--- config.mk ---
export PLATFORM = sky130hd
export DESIGN_NAME = lsu_mem_if_flat
export DESIGN_NICKNAME = d
export VERILOG_FILES = /design/src/rtl/lsu_mem_if_if.sv /design/src/rtl/lsu_mem_if.sv /design/src/flat_wrapper.sv
export SDC_FILE = /design/constraint.sdc
export NUM_CORES = 1
export LEC_CHECK = 0
export ABC_CLOCK_PERIOD_IN_PS = 1600
export CAP_MARGIN = 5
export CELL_PAD_IN_SITES_DETAIL_PLACEMENT = 1
export CELL_PAD_IN_SITES_GLOBAL_PLACEMENT = 1
export CORE_MARGIN = 3
export CORE_UTILIZATION = 27
export DETAILED_ROUTE_END_ITERATION = 12
export GPL_TIMING_DRIVEN = 0
export PLACE_DENSITY = 0.87
export SETUP_SLACK_MARGIN = 0.15
export SKIP_CTS_REPAIR_TIMING = 1
export SKIP_LAST_GASP = 1
export SLEW_MARGIN = 0
export SYNTH_ARGS = -nofsm -noshare
export SYNTH_HDL_FRONTEND = slang
export SYNTH_SLANG_ARGS = --single-unit
--- constraint.sdc ---
create_clock -name clk -period 1.6 [get_ports clk]
set_input_delay 0.32 -clock clk [delete_from_list [all_inputs] [get_ports clk]]
set_output_delay 0.32 -clock clk [all_outputs]
set_load 0.005 [all_outputs]
--- src/rtl/lsu_mem_if_if.sv ---
// Bundle of the execute-stage request/response handshake and the
// data-memory controller bus seen by the load/store unit.
interface lsu_mem_if_if;
    // Execute-stage request
    logic        req_valid;
    logic        req_ready;
    logic        req_store;
    logic [2:0]  req_funct3;
    logic [31:0] req_addr;
    logic [31:0] req_wdata;
    // Completion back to the core
    logic        resp_valid;
    logic        resp_err;
    logic [31:0] resp_rdata;
    // Memory controller side
    logic [31:0] mem_addr;
    logic [31:0] mem_wdata;
    logic [2:0]  mem_wflag;
    logic        mem_we;
    logic        mem_re;
    logic [31:0] mem_rdata;
    logic        mem_ready;

    // Load/store unit view
    modport master (
        input  req_valid, req_store, req_funct3, req_addr, req_wdata,
        output req_ready,
        output resp_valid, resp_err, resp_rdata,
        output mem_addr, mem_wdata, mem_wflag, mem_we, mem_re,
        input  mem_rdata, mem_ready
    );

    // Environment view (execute stage plus memory controller)
    modport slave (
        output req_valid, req_store, req_funct3, req_addr, req_wdata,
        input  req_ready,
        input  resp_valid, resp_err, resp_rdata,
        input  mem_addr, mem_wdata, mem_wflag, mem_we, mem_re,
        output mem_rdata, mem_ready
    );
endinterface

--- src/rtl/lsu_mem_if.sv ---
// Load/store unit memory initiator: accepts one load/store, strobes the
// data-memory controller until mem_ready or timeout, then returns an
// extended load result, a store completion or an error response.
module lsu_mem_if #(
    parameter int unsigned TIMEOUT_CYCLES = 16,
    parameter bit          ALIGN_CHECK    = 1'b1
) (
    input  logic         clk,
    input  logic         rst_n,
    lsu_mem_if_if.master bus
);
    localparam int unsigned CW = (TIMEOUT_CYCLES > 2) ? $clog2(TIMEOUT_CYCLES) : 1;
    localparam logic [CW-1:0] LAST_COUNT = CW'(TIMEOUT_CYCLES - 1);

    typedef enum logic [1:0] {
        IDLE   = 2'd0,
        ACCESS = 2'd1,
        RESP   = 2'd2
    } state_t;

    state_t        state;
    logic [CW-1:0] count;
    logic [2:0]    op_funct3;
    logic          req_bad;

    // Load-data extension from the low lanes of the returned word
    function automatic logic [31:0] extend(input logic [2:0] f3, input logic [31:0] d);
        logic [31:0] r;
        case (f3)
            3'b000:  r = {{24{d[7]}}, d[7:0]};
            3'b001:  r = {{16{d[15]}}, d[15:0]};
            3'b100:  r = {24'b0, d[7:0]};
            3'b101:  r = {16'b0, d[15:0]};
            default: r = d;
        endcase
        return r;
    endfunction

    // Classify the incoming request as illegal or misaligned
    always_comb begin
        req_bad = 1'b0;
        if (bus.req_store) begin
            if (!(bus.req_funct3 inside {3'b000, 3'b001, 3'b010}))
                req_bad = 1'b1;
        end else begin
            if (!(bus.req_funct3 inside {3'b000, 3'b001, 3'b010, 3'b100, 3'b101}))
                req_bad = 1'b1;
        end
        if (ALIGN_CHECK) begin
            if (bus.req_funct3[1:0] == 2'b01 && bus.req_addr[0])
                req_bad = 1'b1;
            if (bus.req_funct3[1:0] == 2'b10 && bus.req_addr[1:0] != 2'b00)
                req_bad = 1'b1;
        end
    end

    // Request/access/response sequencer with registered outputs
    always_ff @(posedge clk or negedge rst_n) begin
        if (!rst_n) begin
            state          <= IDLE;
            count          <= '0;
            op_funct3      <= '0;
            bus.req_ready  <= 1'b1;
            bus.resp_valid <= 1'b0;
            bus.resp_err   <= 1'b0;
            bus.resp_rdata <= '0;
            bus.mem_addr   <= '0;
            bus.mem_wdata  <= '0;
            bus.mem_wflag  <= 3'b010;
            bus.mem_we     <= 1'b0;
            bus.mem_re     <= 1'b0;
        end else begin
            case (state)
                IDLE: begin
                    if (bus.req_valid && bus.req_ready) begin
                        bus.req_ready <= 1'b0;
                        if (req_bad) begin
                            bus.resp_valid <= 1'b1;
                            bus.resp_err   <= 1'b1;
                            bus.resp_rdata <= '0;
                            state          <= RESP;
                        end else begin
                            bus.mem_addr  <= bus.req_addr;
                            bus.mem_wdata <= bus.req_wdata;
                            op_funct3     <= bus.req_funct3;
                            if (bus.req_store) begin
                                bus.mem_wflag <= bus.req_funct3;
                                bus.mem_we    <= 1'b1;
                            end else begin
                                bus.mem_wflag <= 3'b010;
                                bus.mem_re    <= 1'b1;
                            end
                            count <= '0;
                            state <= ACCESS;
                        end
                    end
                end
                ACCESS: begin
                    // mem_ready wins over an expiring timeout in the same cycle
                    if (bus.mem_ready) begin
                        bus.mem_we     <= 1'b0;
                        bus.mem_re     <= 1'b0;
                        bus.resp_valid <= 1'b1;
                        bus.resp_err   <= 1'b0;
                        bus.resp_rdata <= bus.mem_we ? '0 : extend(op_funct3, bus.mem_rdata);
                        state          <= RESP;
                    end else if (count == LAST_COUNT) begin
                        bus.mem_we     <= 1'b0;
                        bus.mem_re     <= 1'b0;
                        bus.resp_valid <= 1'b1;
                        bus.resp_err   <= 1'b1;
                        bus.resp_rdata <= '0;
                        state          <= RESP;
                    end else begin
                        count <= count + CW'(1);
                    end
                end
                RESP: begin
                    bus.resp_valid <= 1'b0;
                    bus.req_ready  <= 1'b1;
                    state          <= IDLE;
                end
                default: begin
                    bus.mem_we     <= 1'b0;
                    bus.mem_re     <= 1'b0;
                    bus.resp_valid <= 1'b0;
                    bus.req_ready  <= 1'b1;
                    state          <= IDLE;
                end
            endcase
        end
    end
endmodule

--- src/flat_wrapper.sv ---
// flat-port wrapper written by rule: the top's interface ports become plain ports
module lsu_mem_if_flat 
#(
    parameter int unsigned TIMEOUT_CYCLES = 16,
    parameter bit          ALIGN_CHECK    = 1'b1
)
  (clk, rst_n, bus_req_valid, bus_req_store, bus_req_funct3, bus_req_addr, bus_req_wdata, bus_req_ready, bus_resp_valid, bus_resp_err, bus_resp_rdata, bus_mem_addr, bus_mem_wdata, bus_mem_wflag, bus_mem_we, bus_mem_re, bus_mem_rdata, bus_mem_ready);
  lsu_mem_if_if bus_i ();
  input  logic clk;
  input  logic rst_n;
  input wire logic [$bits(bus_i.req_valid)-1:0] bus_req_valid;
  input wire logic [$bits(bus_i.req_store)-1:0] bus_req_store;
  input wire logic [$bits(bus_i.req_funct3)-1:0] bus_req_funct3;
  input wire logic [$bits(bus_i.req_addr)-1:0] bus_req_addr;
  input wire logic [$bits(bus_i.req_wdata)-1:0] bus_req_wdata;
  output wire logic [$bits(bus_i.req_ready)-1:0] bus_req_ready;
  output wire logic [$bits(bus_i.resp_valid)-1:0] bus_resp_valid;
  output wire logic [$bits(bus_i.resp_err)-1:0] bus_resp_err;
  output wire logic [$bits(bus_i.resp_rdata)-1:0] bus_resp_rdata;
  output wire logic [$bits(bus_i.mem_addr)-1:0] bus_mem_addr;
  output wire logic [$bits(bus_i.mem_wdata)-1:0] bus_mem_wdata;
  output wire logic [$bits(bus_i.mem_wflag)-1:0] bus_mem_wflag;
  output wire logic [$bits(bus_i.mem_we)-1:0] bus_mem_we;
  output wire logic [$bits(bus_i.mem_re)-1:0] bus_mem_re;
  input wire logic [$bits(bus_i.mem_rdata)-1:0] bus_mem_rdata;
  input wire logic [$bits(bus_i.mem_ready)-1:0] bus_mem_ready;
  assign bus_i.req_valid = bus_req_valid;
  assign bus_i.req_store = bus_req_store;
  assign bus_i.req_funct3 = bus_req_funct3;
  assign bus_i.req_addr = bus_req_addr;
  assign bus_i.req_wdata = bus_req_wdata;
  assign bus_req_ready = bus_i.req_ready;
  assign bus_resp_valid = bus_i.resp_valid;
  assign bus_resp_err = bus_i.resp_err;
  assign bus_resp_rdata = bus_i.resp_rdata;
  assign bus_mem_addr = bus_i.mem_addr;
  assign bus_mem_wdata = bus_i.mem_wdata;
  assign bus_mem_wflag = bus_i.mem_wflag;
  assign bus_mem_we = bus_i.mem_we;
  assign bus_mem_re = bus_i.mem_re;
  assign bus_i.mem_rdata = bus_mem_rdata;
  assign bus_i.mem_ready = bus_mem_ready;
  lsu_mem_if #(.TIMEOUT_CYCLES(TIMEOUT_CYCLES), .ALIGN_CHECK(ALIGN_CHECK)) u_core (.clk(clk), .rst_n(rst_n), .bus(bus_i));
endmodule
==> results.toml, run 1 <==
[route]
drc = 0
top_layer_used = "met4"
wl_met2_um = 10200
ant_nets = 0
drt_iter0_markers = 126
wl_met3_um = 1430
viasPerCell = 4.61
dr.pass1.iters = 6
routedWlPerCell_um = 19.9
met1_length_um = 7110
drt_wl_total_um = 19100
vias = 4421

[worst_setup_path]
end_kind = "flop"
max_stage_delay_ps = 410
crit_start = "u_core.count[1]"
r2r_start = "u_core.count[1]"
path_max_fanout = 9
start_kind = "flop"
cpMaxStageDelayCell = "dfrtp_1"
path_class = "reg -> reg"
required_ps = 1890
crit_family = "simple AND/OR/NAND/NOR gates"
cp.arrival_ps = 2040
cp_num_buf_inv = 2
path_cells = "ha_4, nand3_4, nand2_4, or3b_1, buf_6, clkbuf_16, a22o_1"

[synth]
synth_xor_area_frac = 0.00392
synth_compound_area_frac = 0.104
avgSynthCellArea_um2 = 10.2
synth_edf_count = 0
yosysUniqueCellTypes = 35
synth_warnings = 0
synthesis.area_um2 = 4470
syn_inst = 440
synth_top_flop_cell = "dfrtp_1"
synthTopCellsByCount = "200 x nand2_1, 111 x dfrtp_1, 21 x a22o_1"
synthTopCellsByArea = "dfrtp_1 62%, nand2_1 17%, a22o_1 4.1%"
synthSimpleGateAreaFrac = 0.218
synth_seq_cells = 113
ys_async_sr_fraction = 1.00
yosys.area.top_type = "dfrtp_1"
synth_nets = 545
synth_top_area_frac = 0.622
ys_seq_area_frac = 0.633
synthMostInstantiatedCell = "nand2_1"
synth_top_family_by_area = "simple AND/OR/NAND/NOR gates"
synth-adder-area-share = 0.00280
synth_mux_area_frac = 0.00448

[sta]
min_period_ps = 1760
finClkSkew_ps = 6.21
tightest_slew_ps = 729
setup-tns-final_ps = -3960
whs_ps = -32.5
worst_slack_ps = -155
finalCritPeriodShare = 1.10
hold_viol_final = 26
slew_violations = 0
rsz0062_at_grt = "yes"
fmax_mhz = 570
maxSlewHeadroom = 0.514
final-setup-viol-count = 85

[clock_network]
ctsLongestPathBuffers = 2
cts.reportedPaths.clkPinSlew_ps = 50
clk_latency_ps = 410
cts_sinks = 113
cts_made_buffers = 17
cts-root-buf = "clkbuf_16"
tritoncts = "built"
htreeDepth = 4

[power]
powerDensity_nw_per_um2 = 787
p_leak_nw = 6.06
ir_drop_v = 0.000669

[die]
row_count = 46
die_w_um = 135
start_util = 0.278
io_pins = 208
fp.dieArea_um2 = 18100
coreArea_um2 = 16100
die_y_um = 135

[global_routing]
antenna_found_initial = 1
grt_pass1_wl_um = 25100
grt_usage = 0.178
grt_pass1_vias = 4627
grt.overflow.total = 0
grt_start_max_net_pins = 62

[final_layout]
layout.nets = 834
drive_gt1_frac = 0.292
fill_cells = 1650
area_delta_synth_final_pct = 102
final_util = 0.563

[outcome]
status = "finished with violations"
violations = "hold timing, setup timing"

[placement]
dpl.hpwl_um = 12100
post-place-ws_ps = -925
place.gp.congestion = 0.790
io_buffers = 207

[min_path]
hp-class = "in -> async"

[run]
maxCapViolCount = 0
## worst paths after layout
check | end | slack (ps) | cells past startpoint
max | u_core.bus.resp_rdata[0] | -160 | 7
min | u_core.bus.resp_rdata[11] | -30 | 1
max reg2reg | u_core.bus.resp_rdata[0] | -160 | 7
min reg2reg | u_core.bus.mem_addr[4] | 480 | 2
max in group asynchronous | u_core.bus.req_ready | 850 | 2
min in group clk | u_core.bus.mem_addr[1] | 190 | 2
## placed cells by master (no fill, tap or decap), types with 16 or more instances in the layout
cell	Yosys	final
nand2_1	200	131
dlymetal6s2s_1	0	108
nand2_4	0	26
clkbuf_16	0	30
dfrtp_1	111	108
nor2b_1	16	16
clkdlybuf4s50_1	0	96
a22o_1	21	21
buf_4	3	48
nand2_2	0	43
## where the power goes
part / switching, mW / leakage, nW / internal (mW)
Clock: 1.33 / 0.292 / 2.56
Sequential: 0 / 1.56 / 2.86
Combinational: 0.126 / 4.20 / 0.233
## cell type report
| cell class | count | area [um^2] | area share |
|---|---|---|---|
| multi-input combinational | 299 | 1940 | 0.214 |
| tap | 216 | 270 | 0.0299 |
| inverter | 3 | 11.3 | 0.00125 |
| sequential | 113 | 2830 | 0.313 |
| clock buffer | 22 | 474 | 0.0525 |
| antenna | 1 | 2.50 | 0.000277 |
| buffer | 25 | 307 | 0.0339 |
| timing repair buffer | 270 | 3070 | 0.340 |
| clock inverter | 10 | 133 | 0.0147 |
## kinds of logic after synthesis
family	after synthesis
AND/OR/NAND/NOR	236
flip-flops	113
multiplexers	2
XOR/XNOR	2
AO/OA/AOI/OAI	58
buffers and inverters	28
adder cells (fa/ha/maj)	1
## per-stage QoR
| step | std cells | total power [mW] | instance area (um^2) |
|---|---|---|---|
| finish | 959 | 7.11 | 9040 |
| global route | 959 | 7.37 | 9040 |
| CTS | 896 | 7.20 | 7570 |
| detailed placement | 864 | 3.27 | 6970 |
| global placement | 863 | 3.25 | 6940 |
| floorplan | 440 | 2.93 | 4600 |
## worst reg2reg max path, cell delays in order, from the launching register on
cell and delay (ps):
dfrtp_1 410, ha_4 180, nand3_4 80, nand2_4 90
or3b_1 360, buf_6 170, clkbuf_16 160, a22o_1 200
## registers in the layout, indices dropped and copies added, names as in the netlist
| name | flops |
|---|---|
| u_core.bus.mem_addr | 32 |
| u_core.bus.mem_re | 1 |
| u_core.bus.mem_wdata | 32 |
| u_core.bus.mem_we | 1 |
| u_core.bus.mem_wflag | 3 |
| u_core.bus.req_ready | 1 |
| u_core.bus.resp_err | 1 |
| u_core.bus.resp_rdata | 32 |
| u_core.bus.resp_valid | 1 |
| u_core.count | 4 |
| u_core.op_funct3 | 3 |
| u_core.state | 2 |
## routing by layer
layer,GRT usage,vias up
met5,0,-
met4,0.0560,0
met3,0.0890,26
met2,0.306,163
met1,0.193,2210
li1,-,2022
Note: power is estimated with default switching activity, not from simulation.
==> inputs of run 2 (changes only) <==
- SKIP_CTS_REPAIR_TIMING: 1 -> unset
==> results.toml, run 2 (synthesized netlist as in run 1, its figures left out) <==
[sta]
tightest_slew_ps = 721
rsz0062_at_grt = "yes"
whs_ps = 296
finalCritPeriodShare = 1.08
final-setup-viol-count = 65
finClkSkew_ps = 8.16
setup-tns-final_ps = -2120
worst_slack_ps = -125
fmax_mhz = 580
min_period_ps = 1730
slew_violations = 0
maxSlewHeadroom = 0.519
hold_viol_final = 0

[final_layout]
num_antenna_cells = 0
mostFrequentLayoutCell = "dfrtp_1"
layout.cells.most_common_list = "109 x dfrtp_1, 108 x nand2_1, 104 x dlygate4sd2_1"
layout.nets = 836
stdcell_area_um2 = 8920
largestRegisters = "u_core.bus.mem_addr (32), u_core.bus.mem_wdata (32), u_core.bus.resp_rdata (32)"
drive_gt1_frac = 0.339
area_delta_synth_final_pct = 99.7

[global_routing]
grt_start_max_net_pins = 62
grt.overflow.total = 0
grt_usage = 0.186
grt_pass1_wl_um = 26100
grt_pass1_vias = 4831
antenna_found_initial = 0

[route]
vias = 4389
drt_wl_total_um = 18700
ant_nets = 0
routedWlPerCell_um = 19.5
drc = 0
drt_iter0_markers = 124
viasPerCell = 4.57
dr.pass1.iters = 4

[worst_setup_path]
required_ps = 1900
path_max_fanout = 9
path_class = "in -> reg"
start_kind = "primary input"
end_kind = "flop"
cp.arrival_ps = 2020

[clock_network]
clk_latency_ps = 410
cts.reportedPaths.clkPinSlew_ps = 50
cts_made_buffers = 17
ctsLongestPathBuffers = 2
tritoncts = "built"
htreeDepth = 4
cts_sinks = 113
cts-root-buf = "clkbuf_16"

[die]
die_w_um = 135
io_pins = 208
die_y_um = 135
coreArea_um2 = 16100
start_util = 0.278
row_count = 46
fp.dieArea_um2 = 18100

[power]
powerDensity_nw_per_um2 = 799
p_leak_nw = 4.64
power_mw = 7.13
ir_drop_v = 0.000688

[placement]
dpl-instance-area_um2 = 6970
post-place-ws_ps = -925
dpl.hpwl_um = 12100
place.gp.congestion = 0.790
io_buffers = 207

[run]
maxCapViolCount = 0

[min_path]
hp-class = "in -> reg"

[outcome]
status = "finished with violations"
violations = "setup timing"
[run 2: stage by stage]
| stage | cells | util |
|---|---|---|
| after floorplan | 440 | - |
| after global placement | 863 | 0.432 |
| after detailed placement | 864 | 0.434 |
| after CTS | 926 | 0.490 |
| after global routing | 960 | 0.556 |
| final | 960 | 0.556 |
[run 2: layout make-up]
class	instances	area, um^2
fillers	1700	7130
repair buffers	272	2740
flip-flops and latches	113	2830
well taps	216	270
clock inverters	10	133
inverters	3	11.3
multi-input cells	299	2140
clock buffers	22	474
plain buffers	25	315
[run 2: critical path, stage by stage]
cell and delay (ps):
clkdlybuf4s15_1 210, or4_4 600, a41oi_2 140, or3b_1 140
buf_6 180, buf_4 140, buf_6 90, inv_2 30
o21a_1 150
[run 2: path summary, 6_finish.rpt]
| path | slack, ps | startpoint | endpoint | cells after the start |
|---|---|---|---|---|
| min in group asynchronous | 510 | rst_n | u_core.bus.resp_rdata[8] | 2 |
| min | 300 | bus_req_store | u_core.bus.mem_wflag[1] | 2 |
| min reg2reg | 480 | u_core.bus.mem_wdata[6] | u_core.bus.mem_wdata[6] | 2 |
| max | -130 | bus_req_addr[0] | u_core.bus.resp_err | 9 |
| max in group asynchronous | 310 | rst_n | u_core.bus.req_ready | 3 |
| max reg2reg | -120 | u_core.count[0] | u_core.bus.resp_rdata[0] | 7 |
[run 2: what timing repair did]
item                                    in CTS  in global routing
pin swaps                                    7                 63
hold buffers                                 1                  0
gates resized for setup                    157                172
setup buffers                               28                 22
endpoints found under the setup margin     216                114
gates cloned                                 1                 12
hold endpoints to repair                    52                  0
[run 2: layer usage]
metal / global-route usage / wire length, um / share of wire / vias to the layer above
met4: 0.0566 / 312 / 0.017 / 0
met1: 0.199 / 7220 / 0.39 / 2186
met3: 0.0820 / 1210 / 0.065 / 23
li1: - / - / - / 2019
met5: 0 / 0 / 0 / -
met2: 0.330 / 9980 / 0.53 / 161
[run 2: where the power goes]
group	internal, mW	switching, mW
sequential	2.86	0
combinational	0.238	0.126
clock	2.56	1.35
total	5.66	1.47
==> inputs of run 3 (changes only) <==
- TNS_END_PERCENT: unset -> 50
==> results.toml, run 3 (synthesized netlist as in run 1, its figures left out) <==
[sta]
maxSlewHeadroom = 0.521
slew_violations = 0
whs_ps = 201
min_period_ps = 1720
fmax_mhz = 583
finClkSkew_ps = 12.3
worst_slack_ps = -115
setup-tns-final_ps = -3140
finalCritPeriodShare = 1.07
tightest_slew_ps = 718
final-setup-viol-count = 65
rsz0062_at_grt = "yes"
hold_viol_final = 0

[final_layout]
area_delta_synth_final_pct = 91.9
mostFrequentLayoutCell = "nand2_1"
layout.nets = 805
final_util = 0.534
drive_gt1_frac = 0.231
instances_no_fill = 929
largestRegisters = "u_core.bus.mem_addr (32), u_core.bus.mem_wdata (32), u_core.bus.resp_rdata (32)"
stdcell_area_um2 = 8580
num_antenna_cells = 0
layout.cells.most_common_list = "160 x nand2_1, 156 x clkdlybuf4s50_1, 107 x dfrtp_1"

[global_routing]
use_met3 = 0.0659
gr-usage-met2 = 0.316
grt.overflow.total = 0
use_met1 = 0.204
gr-max-usage-layer = "met2"
grt_pass1_vias = 4742
grt_pass1_wl_um = 25500
grt_usage = 0.180
grt_start_max_net_pins = 62
antenna_found_initial = 0

[die]
die_y_um = 135
row_count = 46
io_pins = 208
start_util = 0.278
die_w_um = 135
fp.dieArea_um2 = 18100
coreArea_um2 = 16100

[placement]
dpl-instance-area_um2 = 6940
place.gp.congestion = 0.746
post-place-ws_ps = -880
io_buffers = 207
placedCellCount = 864
dpl.hpwl_um = 11800

[worst_setup_path]
end_kind = "flop"
rr_endpoint = "u_core.bus.resp_rdata[13]"
required_ps = 1900
path_max_fanout = 10
path_class = "reg -> reg"
r2r_start = "u_core.count[1]"
r2r_cells = 7
cp.arrival_ps = 2020
start_kind = "flop"
rrSetupSlack_ps = -120

[clock_network]
ctsLongestPathBuffers = 2
cts-root-buf = "clkbuf_16"
clk_latency_ps = 420
cts_sinks = 113
cts.reportedPaths.clkPinSlew_ps = 60
tritoncts = "built"
htreeDepth = 4
cts_made_buffers = 17

[min_path]
hp-class = "in -> reg"
min_from = "bus_req_store"
min_delay_worst_endpoint = "u_core.bus.mem_re"
min_path_cells = 2

[route]
ant_nets = 0
vias = 4274
routedWlPerCell_um = 18.8
drt_wl_total_um = 17500
viasPerCell = 4.60
dr.pass1.iters = 4
drt_iter0_markers = 190
drc = 0

[outcome]
status = "finished with violations"
violations = "setup timing"

[power]
power_mw = 7.46
ir_drop_v = 0.000703
p_leak_nw = 4.73
powerDensity_nw_per_um2 = 869

[run]
maxCapViolCount = 0
==> run 3: final cells by class <==
| type | count | area, um^2 |
|---|---|---|
| Fill cell | 1669 | 7480 |
| Inverter | 3 | 11.3 |
| Tap cell | 216 | 270 |
| Clock inverter | 15 | 231 |
| Sequential cell | 113 | 2840 |
| Timing Repair Buffer | 241 | 2630 |
| Multi-Input combinational cell | 299 | 1880 |
| Clock buffer | 17 | 425 |
| Buffer | 25 | 300 |
==> run 3: worst max-delay path by stage <==
stage / startpoint / to / slack [ps] / depth (start not counted)
2_1_floorplan: u_core.count[0] / u_core.bus.resp_rdata[11] / -50 / 7
3_3_place_gp: rst_n / u_core.bus.mem_wdata[3] / -4010 / 1
3_5_place_dp: bus_req_addr[1] / u_core.bus.mem_addr[28] / -880 / 7
4_1_cts: u_core.count[0] / u_core.bus.resp_rdata[13] / -140 / 7
5_1_grt: u_core.op_funct3[0] / u_core.bus.resp_rdata[29] / -170 / 6
6_report: u_core.count[1] / u_core.bus.resp_rdata[13] / -120 / 7
==> run 3: worst max-delay path, stage by stage (launching register included) <==
cell and delay (ps):
dfrtp_1 390, ha_4 170, nand3_4 70, nand2_4 70, or3b_4 390, buf_12 160
buf_8 140, a22o_1 220
==> run 3: timing repair <==
action	in CTS	in global routing
hold buffers	1	0
cloned	2	6
setup endpoints to repair	216	215
resized for setup	50	133
hold endpoints to repair	52	0
setup buffers	10	14
pin swaps	9	51
==> run 3: per-layer routing <==
layer / wire (um) / share of wire / vias to the layer above
met4: 344 / 0.020 / 0
met5: 0 / 0 / -
met2: 9250 / 0.53 / 162
li1: - / - / 1972
met1: 6720 / 0.38 / 2111
met3: 1160 / 0.066 / 29
==> run 3: power breakdown <==
part | leakage [nW] | internal [mW] | switching [mW]
clock network | 0.314 | 2.78 | 1.45
registers | 1.56 | 2.86 | 0
logic | 2.85 | 0.236 | 0.128
total | 4.73 | 5.88 | 1.58
